$ cat src/rtl/dcp_pkg.sv
// Shared DCP definitions: dump FSM state encoding and transfer type codes.
// Other DCP blocks decode type_tx with the same constants.
package dcp_pkg;

   typedef logic [2:0] dcp_state_t;

   localparam dcp_state_t ST_IDLE     = 3'd0;
   localparam dcp_state_t ST_SCAN     = 3'd1;
   localparam dcp_state_t ST_HDR_REQ  = 3'd2;
   localparam dcp_state_t ST_HDR_WAIT = 3'd3;
   localparam dcp_state_t ST_DAT_REQ  = 3'd4;
   localparam dcp_state_t ST_DAT_WAIT = 3'd5;
   localparam dcp_state_t ST_END_REQ  = 3'd6;
   localparam dcp_state_t ST_END_WAIT = 3'd7;

   typedef logic [1:0] dcp_tx_t;

   localparam dcp_tx_t TX_HDR  = 2'b00;
   localparam dcp_tx_t TX_DATA = 2'b01;
   localparam dcp_tx_t TX_END  = 2'b10;

   function automatic logic is_req_state(input dcp_state_t s);
      return (s == ST_HDR_REQ) || (s == ST_DAT_REQ) || (s == ST_END_REQ);
   endfunction

endpackage

$ cat src/rtl/dcp_dump.sv
// Register dump engine: snapshots a register bank on start and streams
// HDR/DATA pairs for each selected register, then END, over a req/ack link.
module dcp_dump
   import dcp_pkg::*;
#(
   parameter int NREG = 9,
   parameter int DW   = 32
) (
   input  logic               clk,
   input  logic               rst,
   input  logic               start,
   input  logic               abort,
   input  logic [NREG-1:0]    reg_mask,
   input  logic [NREG*DW-1:0] regs,
   input  logic               ack_tx,
   output logic               req_tx,
   output logic [1:0]         type_tx,
   output logic [DW-1:0]      dout,
   output logic               busy,
   output logic               finish
);

   localparam int IW = (NREG > 1) ? $clog2(NREG) : 1;
   localparam logic [IW-1:0] LAST_IDX = IW'(NREG - 1);

   dcp_state_t         state, state_nxt;
   logic [IW-1:0]      idx, idx_nxt;
   logic [NREG*DW-1:0] snap;
   logic [NREG-1:0]    mask;
   dcp_tx_t            type_nxt;
   logic [DW-1:0]      dout_nxt;
   logic               finish_nxt;

   // Link protocol (4-phase): req_tx rises with type_tx/dout already valid and
   // holds them until ack_tx is sampled high; req_tx then drops, and the next
   // request may only start once ack_tx has been sampled low again.
   always_comb begin
      state_nxt = state;
      idx_nxt   = idx;
      case (state)
         ST_IDLE: begin
            if (start) begin
               state_nxt = ST_SCAN;
               idx_nxt   = '0;
            end
         end
         ST_SCAN: begin
            if (mask[idx])
               state_nxt = ST_HDR_REQ;
            else if (idx != LAST_IDX)
               idx_nxt = idx + IW'(1);
            else
               state_nxt = ST_END_REQ;
         end
         ST_HDR_REQ:  if (ack_tx)  state_nxt = ST_HDR_WAIT;
         ST_HDR_WAIT: if (!ack_tx) state_nxt = ST_DAT_REQ;
         ST_DAT_REQ:  if (ack_tx)  state_nxt = ST_DAT_WAIT;
         ST_DAT_WAIT: begin
            if (!ack_tx) begin
               if (idx != LAST_IDX) begin
                  state_nxt = ST_SCAN;
                  idx_nxt   = idx + IW'(1);
               end else begin
                  state_nxt = ST_END_REQ;
               end
            end
         end
         ST_END_REQ:  if (ack_tx)  state_nxt = ST_END_WAIT;
         ST_END_WAIT: if (!ack_tx) state_nxt = ST_IDLE;
         default:     state_nxt = ST_IDLE;
      endcase
      // Abort wins over ack_tx; in IDLE it is ignored so start always wins.
      if (abort && (state != ST_IDLE))
         state_nxt = ST_IDLE;
   end

   // Outputs are registered from the next state so payload is valid the
   // same cycle req_tx rises.
   always_comb begin
      type_nxt = TX_HDR;
      dout_nxt = '0;
      case (state_nxt)
         ST_HDR_REQ, ST_HDR_WAIT: begin
            type_nxt = TX_HDR;
            dout_nxt = DW'(idx_nxt);
         end
         ST_DAT_REQ, ST_DAT_WAIT: begin
            type_nxt = TX_DATA;
            dout_nxt = snap[idx_nxt*DW +: DW];
         end
         ST_END_REQ, ST_END_WAIT: begin
            type_nxt = TX_END;
            dout_nxt = '0;
         end
         default: begin
            type_nxt = TX_HDR;
            dout_nxt = '0;
         end
      endcase
      finish_nxt = (state == ST_END_WAIT) && !ack_tx && !abort;
   end

   always_ff @(posedge clk) begin
      if (rst) begin
         state   <= ST_IDLE;
         idx     <= '0;
         snap    <= '0;
         mask    <= '0;
         req_tx  <= 1'b0;
         type_tx <= '0;
         dout    <= '0;
         busy    <= 1'b0;
         finish  <= 1'b0;
      end else begin
         state <= state_nxt;
         idx   <= idx_nxt;
         if ((state == ST_IDLE) && start) begin
            snap <= regs;
            mask <= reg_mask;
         end
         req_tx  <= is_req_state(state_nxt);
         type_tx <= type_nxt;
         dout    <= dout_nxt;
         busy    <= (state_nxt != ST_IDLE);
         finish  <= finish_nxt;
      end
   end

endmodule
$ cat config.mk
export PLATFORM = sky130hd
export DESIGN_NAME = dcp_dump
export DESIGN_NICKNAME = d
export VERILOG_FILES = /design/src/rtl/dcp_pkg.sv /design/src/rtl/dcp_dump.sv
export SDC_FILE = /design/constraint.sdc
export NUM_CORES = 1
export LEC_CHECK = 0
export BUFFER_PORTS_ARGS = -buffer_cell sky130_fd_sc_hd__buf_2
export CORE_ASPECT_RATIO = 1.1
export CORE_MARGIN = 2
export CORE_UTILIZATION = 45
export DETAILED_ROUTE_END_ITERATION = 10
export HOLD_SLACK_MARGIN = 0.05
export PLACE_DENSITY = 0.67
export SLEW_MARGIN = 25
export SYNTH_ARGS = -nofsm -noshare
export SYNTH_HDL_FRONTEND = slang
export SYNTH_SLANG_ARGS = --single-unit
$ cat constraint.sdc
create_clock -name clk -period 4.5 [get_ports clk]
set_clock_uncertainty 0.15 [all_clocks]
set_input_delay 0.45 -clock clk [delete_from_list [all_inputs] [get_ports clk]]
set_output_delay 0.45 -clock clk [all_outputs]
set_load 0.02 [all_outputs]
==> flow_metrics.tcl <==
set metrics [dict create \
    muxShareOfSynthArea_pct 5.77 \
    p_leak_uw 0.00807 \
    hold_viol_final 0 \
    tns_ns 0 \
    synth_edf_count 0 \
    numCtsBuffers 36 \
    start_kind "flop" \
    drc 0 \
    clkSinkCount 341 \
    yosysTopAreaCellShare_pct 47.6 \
    synth_top_cells_by_area "dfxtp_1 48%, nand2_1 20%, a21oi_1 12%, mux2i_1 5.6%, a32oi_1 3.4%" \
    cts_max_level 2 \
    synth_xor_area_share_pct 0 \
    synth.largest_area_cell "dfxtp_1" \
    worstPathArrival_ns 4.10 \
    instances_no_fill 2806 \
    die_y_um 191 \
    path_clk_slew_ns 0.06 \
    post_drt_via_cell_ratio 5.40 \
    rr_worst_depth 9 \
    synth_fp_nets 2178 \
    setup_violations 0 \
    ant_nets 0 \
    syn_inst 1874 \
    clk_path_buf_depth 3 \
    hp-class "in2reg" \
    nets 2666 \
    grt_overflow 0 \
    layout-drive-gt1-share_pct 18.3 \
    yosys_warnings 0 \
    yosys.area_share.simple_pct 23.1 \
    area_delta_synth_final_pct 38.2 \
    die-width_um 174 \
    netlist_area_um2 14400 \
    ys.flop_type "dfxtp_1" \
    tightest_slew_ns 0.962 \
    hold_path_depth 3 \
    cts_tree "built" \
    vias 15151 \
    wl_um 52000 \
    placed_cells 2505 \
    finish.instance_area_um2 19800 \
    synth_seq_cells 341 \
    p_per_area_nw_per_um2 377 \
    core_um2 31400 \
    outcome "finished clean" \
    ys_seq_area_share_pct 47.6 \
    post_cts_resized 0 \
    hold-worst-slack_ns 0.0592 \
    final_max_slew_viol_count 0 \
    synth_top_family_by_area "simple AND/OR/NAND/NOR gates" \
    dp_hpwl_um 33100 \
    max_clock_freq_mhz 262 \
    critical_path_required_ns 4.79 \
    synth.avg_cell_area_um2 7.66 \
    multiInputGateArea_um2 6920 \
    yosysUniqueCellTypes 63 \
    worstPathMaxFanout 61 \
    antenna_found_initial 3 \
    start_util_pct 45.7 \
    place_congestion 0.908 \
    slew_headroom_pct 35.9 \
    maxCapViolations 0 \
    period_minus_slack_ns 3.82 \
    rsz0062_at_grt "no" \
    ir_worst_vdd_mv 0.246 \
    synth_compound_area_share_pct 18.8 \
    synth_commonest_cells "749 x nand2_1, 357 x a21oi_1, 341 x dfxtp_1" \
    finalCritPeriodShare_pct 84.8 \
    grt_pass1_vias 15028 \
    nFillCells 2642 \
    synth_adder_area_share_pct 0.174 \
    synth.most_common_cell "nand2_1" \
    synth-async-reset-ratio_pct 0 \
    placed_cell_area_um2 16200 \
    crit_type "reg2reg" \
    die-area_um2 33300 \
    io_buffers 338 \
    wl_per_cell_um 18.5 \
    dr.pass1.iters 5 \
    grt_pass1_wl_um 79000 \
    seqCellArea_um2 6830 \
    dr.first_iter.drc_count 1117 \
    critPathCaptureType "flop" \
    num_rows 68 \
    pin_count 339 \
    clock_latency_ns 0.52 \
    track_usage_pct 30.0 \
    grt_max_degree 200 \
    cts_root_buf "clkbuf_16" \
]
==> final timing paths <==
check / from / to / slack (ns)
max: idx[0]$_SDFF_PP0_ / dout[23]$_SDFF_PP0_ / 0.68
min: regs[74] / snap[74]$_SDFFE_PP0P_ / 0.06
max reg2reg: idx[0]$_SDFF_PP0_ / dout[23]$_SDFF_PP0_ / 0.68
min reg2reg: snap[75]$_SDFFE_PP0P_ / snap[75]$_SDFFE_PP0P_ / 0.30
==> area by class of cell <==
class,count,area share [%]
Antenna cell,3,0.0379
Clock buffer,48,5.08
Clock inverter,11,0.965
Inverter,4,0.0757
Multi-Input combinational cell,1378,34.9
Sequential cell,341,34.4
Tap cell,420,2.65
Timing Repair Buffer,601,21.9
==> sequential cells by signal, indices dropped and copies added, names as in the netlist <==
register,cells
mask,9
busy,1
state,3
snap,288
dout,32
finish,1
type_tx,2
req_tx,1
idx,4
==> logic make-up after synthesis <==
family                     after synthesis
AOI/OAI and AO/OA                      463
adders and majority gates                2
buffers and inverters                  155
DFF                                    341
muxes                                   82
and+or+nand+nor                        831
==> critical path: stages (launching register included) <==
cell and delay [ns]:
dfxtp_1 0.69, mux2i_1 0.24, a221o_1 0.43, o2111ai_1 0.41, o211a_4 0.76, buf_4 0.30
a21oi_1 0.08, a32oi_1 0.37, a32oi_1 0.10, nor3_1 0.18
==> metrics by stage <==
step	setup WS, ns	total power [uW]	utilization (%)
after floorplan	1.89	3910	-
after global placement	0.788	4280	51.7
after detailed placement	0.710	4290	51.7
after CTS	0.698	7490	63.1
after global routing	0.446	7750	63.2
final	0.683	7470	63.2
==> repair_timing <==
| item | in CTS | in global routing |
|---|---|---|
| buffers inserted | 0 | 0 |
| hold buffers | 238 | 1 |
| endpoints found under the hold margin | 238 | 1 |
==> power by group <==
group          internal [uW]  leakage [uW]  switching (uW)  total [uW]
clock network           1860      0.000589            1210        3060
logic                    470       0.00468             634        1100
registers               3190       0.00280             112        3310
==> metal layers <==
metal / vias up / track usage [%] / routed length, um
li1: 7264 / - / -
met5: - / 0 / 0
met2: 616 / 53.8 / 25600
met1: 7087 / 34.3 / 20400
met3: 184 / 4.30 / 2880
met4: 0 / 16.8 / 3180
==> layout by cell type, fill, tap and decap left out, types with 3 or more instances in the layout <==
cell,netlist,routed
a211oi_1,3,3
a21oi_1,357,357
a32oi_1,55,55
and2_1,5,4
and3_1,3,3
buf_12,0,5
buf_2,22,337
buf_4,12,19
bufinv_16,0,5
clkbuf_1,115,8
clkbuf_16,0,38
clkinv_2,0,5
dfxtp_1,341,341
diode_2,0,3
dlygate4sd3_1,0,239
inv_1,4,4
mux2i_1,80,80
nand2_1,749,748
nand2b_1,5,5
nand3_1,4,4
nor2_1,14,14
nor2b_1,7,7
nor3_1,28,28
o21ai_0,10,10
o31ai_1,3,3
Power figures use the tool's default switching activity.
